**src/rtl/scmp_microcode_pak.sv**
```systemverilog
// Shared types for the SC/MP microcode sequencer: fetch FSM states and the
// next-address selection used by the opcode fetch unit.
package scmp_microcode_pak;

  typedef enum logic [1:0] {
    S_IDLE  = 2'd0,
    S_OP    = 2'd1,
    S_DISP  = 2'd2,
    S_VALID = 2'd3
  } FETCH_STATE_t;

  // Source for the next value of the fetch address register.
  typedef enum logic [1:0] {
    NPC_HOLD    = 2'd0,
    NPC_FROM_PC = 2'd1,
    NPC_STEP    = 2'd2
  } NEXTPC_t;

endpackage

```
**src/rtl/scmp_pc_inc.sv**
```systemverilog
// SC/MP page-wrapping incrementer: the low 16-PAGE_BITS bits count and wrap,
// the page bits pass through untouched.
module scmp_pc_inc #(
  parameter int PAGE_BITS = 4
) (
  input  logic [15:0] a,
  output logic [15:0] y
);

  localparam int LW = 16 - PAGE_BITS;

  logic [LW-1:0] low;

  assign low = a[LW-1:0] + LW'(1);
  assign y   = {a[15:LW], low};

endmodule

```
**src/rtl/scmp_opfetch.sv**
```systemverilog
// SC/MP opcode/displacement fetch unit: pre-increments P0, reads the opcode
// and, for bit7-set opcodes, a displacement byte, then holds both for the decoder.
module scmp_opfetch
  import scmp_microcode_pak::*;
#(
  parameter int PAGE_BITS = 4
) (
  input  logic        clk,
  input  logic        rst,
  input  logic        fetch_start,
  input  logic [15:0] pc,
  output logic        pc_wr,
  output logic [15:0] pc_wdata,
  output logic        bus_req,
  output logic [15:0] bus_addr,
  input  logic        bus_ack,
  input  logic [7:0]  bus_rdata,
  output logic [7:0]  ir,
  output logic [7:0]  disp,
  output logic        ir_valid,
  input  logic        ir_take,
  output logic        busy
);

  FETCH_STATE_t state, state_nx;
  NEXTPC_t      npc_sel;
  logic [15:0]  addr_r, pc_inc, addr_inc;
  logic         ir_ld, disp_ld, disp_clr, wr_nx;

  scmp_pc_inc #(.PAGE_BITS(PAGE_BITS)) u_pc_inc   (.a(pc),     .y(pc_inc));
  scmp_pc_inc #(.PAGE_BITS(PAGE_BITS)) u_addr_inc (.a(addr_r), .y(addr_inc));

  assign bus_addr = addr_r;

  always_ff @(posedge clk or posedge rst) begin
    if (rst) state <= S_IDLE;
    else     state <= state_nx;
  end

  always_comb begin
    state_nx = state;
    npc_sel  = NPC_HOLD;
    ir_ld    = 1'b0;
    disp_ld  = 1'b0;
    disp_clr = 1'b0;
    wr_nx    = 1'b0;
    case (state)
      S_IDLE: begin
        if (fetch_start) begin
          state_nx = S_OP;
          npc_sel  = NPC_FROM_PC;
        end
      end
      S_OP: begin
        if (bus_ack) begin
          ir_ld   = 1'b1;
          wr_nx   = 1'b1;
          npc_sel = NPC_STEP;
          if (bus_rdata[7]) begin
            state_nx = S_DISP;
          end else begin
            state_nx = S_VALID;
            disp_clr = 1'b1;
          end
        end
      end
      S_DISP: begin
        if (bus_ack) begin
          disp_ld  = 1'b1;
          wr_nx    = 1'b1;
          state_nx = S_VALID;
        end
      end
      S_VALID: begin
        // Taking the instruction and starting the next one in the same cycle
        // skips S_IDLE entirely.
        if (ir_take) begin
          if (fetch_start) begin
            state_nx = S_OP;
            npc_sel  = NPC_FROM_PC;
          end else begin
            state_nx = S_IDLE;
          end
        end
      end
      default: state_nx = S_IDLE;
    endcase
  end

  always_ff @(posedge clk or posedge rst) begin
    if (rst) begin
      addr_r   <= 16'h0000;
      ir       <= 8'h00;
      disp     <= 8'h00;
      pc_wr    <= 1'b0;
      pc_wdata <= 16'h0000;
      bus_req  <= 1'b0;
      ir_valid <= 1'b0;
      busy     <= 1'b0;
    end else begin
      case (npc_sel)
        NPC_FROM_PC: addr_r <= pc_inc;
        NPC_STEP:    addr_r <= addr_inc;
        default:     addr_r <= addr_r;
      endcase
      if (ir_ld)   ir   <= bus_rdata;
      if (disp_ld) disp <= bus_rdata;
      else if (disp_clr) disp <= 8'h00;
      pc_wr <= wr_nx;
      if (wr_nx) pc_wdata <= addr_r;
      bus_req  <= (state_nx == S_OP) || (state_nx == S_DISP);
      ir_valid <= (state_nx == S_VALID);
      busy     <= (state_nx != S_IDLE);
    end
  end

endmodule

```
**config.mk**
```make
export PLATFORM = sky130hd
export DESIGN_NAME = scmp_opfetch
export DESIGN_NICKNAME = d
export VERILOG_FILES = /design/src/rtl/scmp_microcode_pak.sv /design/src/rtl/scmp_pc_inc.sv /design/src/rtl/scmp_opfetch.sv
export SDC_FILE = /design/constraint.sdc
export NUM_CORES = 1
export LEC_CHECK = 0
export CAP_MARGIN = 0
export CORE_MARGIN = 2
export CORE_UTILIZATION = 51
export CTS_CLUSTER_SIZE = 14
export DETAILED_ROUTE_END_ITERATION = 10
export GPL_TIMING_DRIVEN = 1
export PLACE_DENSITY = 0.86
export SLEW_MARGIN = 20
export SYNTH_ARGS = -nofsm -noshare
export SYNTH_HDL_FRONTEND = slang
export SYNTH_SLANG_ARGS = --single-unit
export TNS_END_PERCENT = 30
```
**constraint.sdc**
```tcl
create_clock -name clk -period 6.5 [get_ports clk]
set_clock_uncertainty 0.1 [all_clocks]
set_input_delay 0.975 -clock clk [delete_from_list [all_inputs] [get_ports clk]]
set_output_delay 0.975 -clock clk [all_outputs]
set_load 0.05 [all_outputs]
```
==> metrics.cfg, run 1 <==
[die]
core-area_sq_um = 5075
ios = 81
die_x_um = 76.51
initial_core_util_pct = 52.84
die_area_sq_um = 5854
rows = 26
die_y_um = 76.51

[grt]
grt_pass1_wl_um = 9984
grt_pass1_vias = 2117
grt_max_degree = 55
grt_use_total_pct = 20.72
gr-total-overflow = 0
antenna_found_initial = 0

[detailed_routing]
viasPerCell = 5.577
drtPass1Iterations = 4
drt-initial-drc-count = 142
drt_wl_total_um = 5734
vias = 2147
drc = 0
wl_per_cell_um = 14.89
final_antenna_net_count = 0

[synthesis]
ys_ff_latch = 54
synth_top_cell_area_share_pct = 50.40
avgSynthCellArea_sq_um = 11.41
synthSimpleGateAreaFrac_pct = 11.85
synthMuxAreaShare_pct = 14.23
synth_cells = 235
syn_nets = 274
synth.distinct_cells = 46
synthAdderAreaFrac_pct = 4.666
synth_top_family_by_area = multiplexers
seq_area_frac_synth_pct = 50.40
yosysWarnings = 0
synth_compound_area_share_pct = 13.63
synth_top_area_cell = dfrtp_1
syn_area_sq_um = 2681
synth_xor_xnor_area_share_pct = 1.633
yosys-top-cells-area = dfrtp_1, mux2_2, ha_1

[status]
status = complete, no violations

[clock_tree]
clk_path_buf_depth = 2
cts_root_buf = clkbuf_8
htreeDepth = 2
cts.repair.resized = 0
clkLatencyLatePin_ns = 0.30
ctsHoldBuffers = 0
cts_buffers = 5
cts_setup_buffers = 0
cts_sinks = 54
cts_tree = built
clkTransAtPathRegs_ns = 0.10

[worst_setup_path]
end_kind = flip-flop
slowest_stage = clkdlybuf4s50_1
cp-startpoint = bus_ack
cp.arrival_ns = 4.23
reg2reg_from = state[1]
cp_max_fo = 27
path_cells = clkdlybuf4s50_1 > nand2_1 > or2_2 > inv_1 > ha_1 > buf_4 > mux2_2 > ha_1 > inv_1 > a211oi_4 > a2111o_1 > nand3_1 > o21ba_1
cp-start-kind = primary input
critPathKind = in2reg
worst_path_largest_cell_delay_ns = 0.60
worstPathRequired_ns = 6.61

[sta]
setup_viol = 0
rsz0062_at_grt = false
worst_pin_slew_ns = 0.9100
finalCriticalPeriod_ns = 4.122
max_slew_margin_pct = 39.26
tns_ns = 0
holdWs_ns = 0.3870
hold_viol = 0
timing.fmax_mhz = 242.6
period_share_pct = 63.41
slew_violations = 0

[layout]
area_growth_pct = 35.51
n_antenna_cell = 0
postLayoutCellArea_sq_um = 3633
num-fill-cells = 390
fin_nets = 353
drive_above_1_share_pct = 16.51

[min_path]
min_from = pc_wdata[7]
hold_class = reg2reg

[placement]
io_buffers = 80
place_area_sq_um = 3533
gp_congestion = 0.9033
post-dp-hpwl_um = 4242

[flow_run]
maxCapViolCount = 0

per-stage QoR:
| stage | instances | util, % | worst slack, ns |
|---|---|---|---|
| after floorplan | 235 | - | 2.477 |
| after global placement | 377 | 69.63 | 2.195 |
| after detailed placement | 377 | 69.63 | 2.092 |
| after CTS | 385 | 71.57 | 2.410 |
| after global routing | 385 | 71.60 | 2.203 |
| final | 385 | 71.60 | 2.378 |
Yosys cell counts (all sizes together):
library cell,instances
a2111o,1
a211oi,1
a21boi,1
a21o,1
a21oi,8
a221oi,2
a22o,7
a22oi,1
a311oi,1
a32oi,1
and2,1
and3,1
and4,1
buf,3
clkbuf,6
dfrtp,54
ha,10
inv,14
mux2,30
mux2i,4
nand2,21
nand3,10
nand3b,1
nand4,7
nand4b,1
nor2,10
nor2b,3
o21ai,16
o21ba,1
o22a,3
o22ai,1
o31a,2
o31ai,2
or2,1
or3,1
or3b,1
or4,1
xnor2,2
xor2,3
sequential cells by signal (all words and copies together) (netlist names):
signal	count
pc_wdata	16
ir	8
busy	1
disp	8
state	2
bus_req	1
pc_wr	1
bus_addr	16
ir_valid	1
layout by cell type (no fill, tap or decap), drive strengths merged, types with 2 or more instances in the layout:
cell | netlist | layout
o31a | 2 | 2
ha | 10 | 10
clkbuf | 6 | 6
xnor2 | 2 | 2
inv | 14 | 14
dfrtp | 54 | 54
mux2 | 30 | 30
xor2 | 3 | 3
nor2 | 10 | 10
o31ai | 2 | 2
nor2b | 3 | 3
nand2 | 21 | 21
nand4 | 7 | 7
o21ai | 16 | 16
o22a | 3 | 3
nand3 | 10 | 10
a22o | 7 | 7
a221oi | 2 | 2
a21oi | 8 | 8
clkdlybuf4s50 | 0 | 80
mux2i | 4 | 4
critical path, delay by kind of cell:
kind,cells,cell delay (ns)
buffers and inverters,4,1.08
AND/OR/NAND/NOR,3,0.76
AO/OA/AOI/OAI,3,0.62
multiplexers,1,0.39
adder cells (fa/ha/maj),2,0.38
area by class of cell:
class / count / area (sq um) / share of cell area (%)
sequential: 54 / 1351 / 37.19
inverter: 14 / 53.80 / 1.481
multi-input combinational: 158 / 1234 / 33.95
timing repair buffer: 81 / 808.3 / 22.25
tap: 70 / 87.58 / 2.410
clock inverter: 2 / 16.27 / 0.4477
clock buffer: 6 / 82.58 / 2.273
metal layers:
metal	wire, um	share of wire [%]	track usage [%]
met4	92	1.6	6.000
met5	0	0	0
met2	2626	46	32.92
met3	346	6.0	4.028
met1	2669	47	29.08
cells by family (layout without fill, tap and decap cells):
logic type | after synthesis | after routing
flops | 54 | 54
buf+inv | 23 | 103
compound gates | 49 | 49
mux | 34 | 34
fa+ha+maj | 10 | 10
xor+xnor | 5 | 5
simple gates | 60 | 60
final timing paths:
kind | to | slack (ns) | cells after the start
setup / recovery | bus_addr[6] | 2.38 | 13
hold / removal | pc_wdata[7] | 0.39 | 2
setup reg to reg | bus_addr[6] | 2.87 | 14
hold reg to reg | pc_wdata[7] | 0.39 | 2
max in group asynchronous | state[1] | 4.71 | 2
min in group asynchronous | disp[6] | 1.05 | 2
Power of run 1 is not shown: default switching activity piles up to over one toggle a cycle in this logic, so the estimate is an artifact.
==> run 2, diff against run 1 <==
CORE_UTILIZATION = 42   (was 51)
PLACE_DENSITY = 0.76   (was 0.86)
clock period = 3.6 ns   (was 6.5 ns; I/O delays follow)
==> metrics.cfg, run 2 (same netlist as run 1, synthesis figures left out) <==
[status]
status = complete, no violations

[clock_tree]
cts_buffers = 5
clkTransAtPathRegs_ns = 0.10
clkLatencyLatePin_ns = 0.30
cts_sinks = 54
htreeDepth = 2
cts_root_buf = clkbuf_8
cts_tree = built
cts.repair.resized = 0
ctsHoldBuffers = 0
cts_setup_buffers = 0
clk_path_buf_depth = 2

[die]
die_x_um = 83.90
die_area_sq_um = 7039
rows = 29
ios = 81
core-area_sq_um = 6277
initial_core_util_pct = 42.71
die_y_um = 83.90

[placement]
io_buffers = 80
place_area_sq_um = 3587
gp_congestion = 0.8582
post-dp-hpwl_um = 4571
dpl_worst_slack_ns = 0.1548

[layout]
mostFrequentLayoutCell = clkdlybuf4s50_1
n_antenna_cell = 0
num-fill-cells = 555
multi_input_area_sq_um = 1234
area_growth_pct = 38.03
register_area_sq_um = 1351
fin_nets = 359
mostFrequentLayoutCells = clkdlybuf4s50_1, dfrtp_1, mux2_2
postLayoutCellArea_sq_um = 3701
drive_above_1_share_pct = 18.07

[sta]
slew_violations = 0
period_share_pct = 88.00
hold_viol = 0
timing.fmax_mhz = 315.6
setup_viol = 0
tns_ns = 0
worst_pin_slew_ns = 0.7856
max_slew_margin_pct = 47.50
setup_slack_ns = 0.4318
holdWs_ns = 0.3951
rsz0062_at_grt = false
finalCriticalPeriod_ns = 3.168

[grt]
use_met1_pct = 26.33
met3_usage_pct = 3.561
use_met2_pct = 28.95
antenna_found_initial = 0
grt_pass1_vias = 2151
grt_pass1_wl_um = 10510
grt_use_total_pct = 18.32
grt_max_degree = 36
grt.busiest_layer = met2
gr-total-overflow = 0

[worst_setup_path]
end_kind = flip-flop
slowest_stage = or3b_2
cp-start-kind = flip-flop
cp.arrival_ns = 3.27
cp_max_fo = 7
worstPathRequired_ns = 3.71
worst_path_largest_cell_delay_ns = 0.51
path_cells = inv_1 > ha_1 > or3b_2 > ha_1 > mux2_2 > ha_1 > inv_1 > a211oi_4 > a2111o_1 > nand3_1 > o21ba_1
critPathKind = reg2reg
critPathMostFrequentCell = ha_1

[power_and_ir_drop]
power_mw = 4.039
power.density_nw_per_um2 = 1091
leakage_nw = 1.573
peakVddDrop_mv = 0.7108

[detailed_routing]
viasPerCell = 5.332
drc = 0
vias = 2122
drt-initial-drc-count = 63
final_antenna_net_count = 0
wl_per_cell_um = 15.37
drt_wl_total_um = 6117
drtPass1Iterations = 4

[min_path]
hold_class = reg2reg

[flow_run]
maxCapViolCount = 0

-- run 2: cell types whose count changed in the layout (fill, tap and decap cells not counted), sizes merged --
cell,before,now
buf,1,7
bufinv,0,1
clkbuf,6,5
clkinv,1,0
clkinvlp,1,2
-- run 2: cell type report --
cell class                      count  area share [%]
Clock buffer                        5           1.859
Multi-Input combinational cell    158           33.33
Sequential cell                    54           36.51
Timing Repair Buffer               87           23.06
Inverter                           14           1.420
Tap cell                           77           2.603
Clock inverter                      3           1.217
-- run 2: through the flow --
step	utilization, %	cells
after floorplan	-	235
after global placement	57.15	390
after detailed placement	57.15	390
after CTS	58.96	398
after global routing	58.96	398
final	58.96	398
-- run 2: final timing paths --
path / from / endpoint / slack [ns] / depth (start not counted)
worst max-delay path: state[0] / bus_addr[6] / 0.43 / 11
worst min-delay path: pc_wdata[7] / pc_wdata[7] / 0.40 / 2
worst max register to register: state[0] / bus_addr[6] / 0.43 / 11
worst min register to register: pc_wdata[7] / pc_wdata[7] / 0.40 / 2
max in group asynchronous: rst / bus_req / 2.16 / 3
min in group asynchronous: rst / ir[0] / 0.44 / 2
-- run 2: metal layers --
metal | vias up | share of wire, %
met4 | 0 | 0.83
met5 | - | 0
met2 | 81 | 45
li1 | 1008 | -
met1 | 1027 | 48
met3 | 6 | 6.1
-- run 2: critical path: cells and delay by family (launching register included) --
| family | cells | cell delay, ns |
|---|---|---|
| multiplexers | 1 | 0.30 |
| buffers and inverters | 2 | 0.24 |
| AND/OR/NAND/NOR | 2 | 0.57 |
| adder cells (fa/ha/maj) | 3 | 0.79 |
| AO/OA/AOI/OAI | 3 | 0.63 |
| flip-flops | 1 | 0.43 |
-- run 2: where the power goes --
| part | leakage [nW] | switching [mW] | internal (mW) |
|---|---|---|---|
| Sequential | 0.637 | 0.222 | 0.903 |
| Combinational | 0.885 | 1.57 | 0.939 |
| Clock | 0.0504 | 0.202 | 0.207 |
| Total | 1.57 | 1.99 | 2.05 |
No activity file was read; power rests on OpenSTA's default activity.
==> run 3, diff against run 2 <==
CORE_UTILIZATION = 43   (was 42)
SYNTH_HIERARCHICAL = 1   (was unset)
==> metrics.cfg, run 3 <==
[sta]
slew_violations = 0
finalCriticalPeriod_ns = 2.362
timing.fmax_mhz = 423.3
worst_pin_slew_ns = 0.6131
hold_viol = 0
period_share_pct = 65.62
max_slew_margin_pct = 59.06
tns_ns = 0
rsz0062_at_grt = false
setup_viol = 0

[die]
die_x_um = 84.79
core-area_sq_um = 6314
rows = 29
die_area_sq_um = 7189
die_y_um = 84.79
ios = 81
initial_core_util_pct = 44.45

[clock_tree]
clkTransAtPathRegs_ns = 0.10
clkLatencyLatePin_ns = 0.31
cts_sinks = 54
cts_setup_buffers = 0
cts_tree = built
cts_buffers = 5
htreeDepth = 2
clk_path_buf_depth = 2
ctsHoldBuffers = 0
cts_root_buf = clkbuf_8
cts.repair.resized = 0

[grt]
grt_use_total_pct = 16.07
gr-total-overflow = 0
grt_pass1_vias = 1963
met3_usage_pct = 3.245
use_met2_pct = 26.77
grt_pass1_wl_um = 9397
antenna_found_initial = 0
grt.busiest_layer = met2
use_met1_pct = 21.65
grt_max_degree = 33

[flow_run]
maxCapViolCount = 0

[worst_setup_path]
rr_endpoint = bus_addr[4]
worstPathRequired_ns = 2.96
rrSetupSlack_ns = 1.35
critPathKind = reg2out
worst_path_largest_cell_delay_ns = 0.87
cp_max_fo = 8
cp-startpoint = bus_addr[3]
path_delay_family = buffers and inverters
cp-start-kind = flip-flop
ff2ff_path_depth = 6
critPathBufInv = 1
crit_path_end = bus_addr[3]
cp_num_cells = 1
reg2reg_from = state[0]
path_cells = clkdlybuf4s50_1
end_kind = output pin
cp.arrival_ns = 1.72
slowest_stage = clkdlybuf4s50_1

[synthesis]
synthFlopType = dfrtp_1
avgSynthCellArea_sq_um = 11.23
synth_cells = 250
seq_area_frac_synth_pct = 48.15
ys_async_sr_fraction_pct = 100.0
synth-edff-count = 0
synth.most_common_cell = dfrtp_1
yosys-top-cells-area = dfrtp_1, mux2_2, mux2i_1
syn_nets = 290
synth_top_cell_area_share_pct = 48.15
synth_commonest_cells = dfrtp_1, nand2_1, mux2_2, o21ai_0, mux2i_1
yosysWarnings = 6
ys_ff_latch = 54
syn_area_sq_um = 2806
synth_top_area_cell = dfrtp_1
synth.distinct_cells = 36

[layout]
drive_above_1_share_pct = 13.23
num-fill-cells = 533
fin_nets = 364
mostFrequentLayoutCells = clkdlybuf4s50_1, dfrtp_1, nand2_1
n_antenna_cell = 0
area_growth_pct = 32.77
mostFrequentLayoutCell = clkdlybuf4s50_1
register_area_sq_um = 1351
multi_input_area_sq_um = 1304

[placement]
io_buffers = 80
post-dp-hpwl_um = 4182
gp_congestion = 0.7835

[min_path]
hold_class = reg2reg

[detailed_routing]
final_antenna_net_count = 0
drt_wl_total_um = 5647
drc = 0
viasPerCell = 5.022
wl_per_cell_um = 14.05
drtPass1Iterations = 6
vias = 2019
drt-initial-drc-count = 41

[status]
status = complete, no violations

run 3: changes by cell type in the layout (fill, tap and decap cells not counted), moves of 6 or more:
cell	delta
mux2_2	-9
xnor2_1	+6
nand4_1	-7
nor3_1	+7
nand2_1	+6
mux2i_1	+13
o21ai_0	+8
xor2_1	+9
run 3: area by class of cell:
type                       count  area share [%]
inverter                      11           1.108
multi-input combinational    169           34.99
sequential                    54           36.27
timing repair buffer          83           22.10
clock inverter                 2           1.007
clock buffer                   6           1.948
tap                           77           2.586
run 3: worst min path at each step:
stage                     cells after the start         start            to
final                                         1       disp[0]       disp[0]
after floorplan                               2  bus_rdata[7]       disp[7]
after detailed placement                      1       disp[6]       disp[6]
after CTS                                     1       disp[6]       disp[6]
after global routing                          1   pc_wdata[4]   pc_wdata[4]
after global placement                        1  pc_wdata[13]  pc_wdata[13]
run 3: metal layers:
| metal | vias to the layer above | part of all wire [%] |
|---|---|---|
| met3 | 5 | 4.6 |
| met2 | 55 | 48 |
| met4 | 0 | 1.0 |
| met1 | 965 | 47 |
| met5 | - | 0 |
| li1 | 994 | - |
run 3: metrics by stage:
stage	hold slack [ns]	worst slack [ns]	utilization, %	cell area [sq um]	std cells
detailed placement	0.3832	1.024	57.27	3616	394
floorplan	0.5767	1.441	-	2806	250
global route	0.4304	1.178	59.02	3726	402
global placement	0.3787	1.084	57.27	3616	394
CTS	0.4105	1.217	59.02	3726	402
finish	0.4052	1.238	59.02	3726	402
run 3: kinds of logic (layout without fill, tap and decap cells):
group           count (synthesis)  in the layout  synth area share, %
mux                            40             40                15.34
xor+xnor                       20             20                6.242
simple gates                   63             63                11.86
buf+inv                        27            102                5.394
fa+ha+maj                      11             11                4.904
compound gates                 35             35                8.114
flops                          54             54                48.15
Power of run 3 is left out for the same reason.
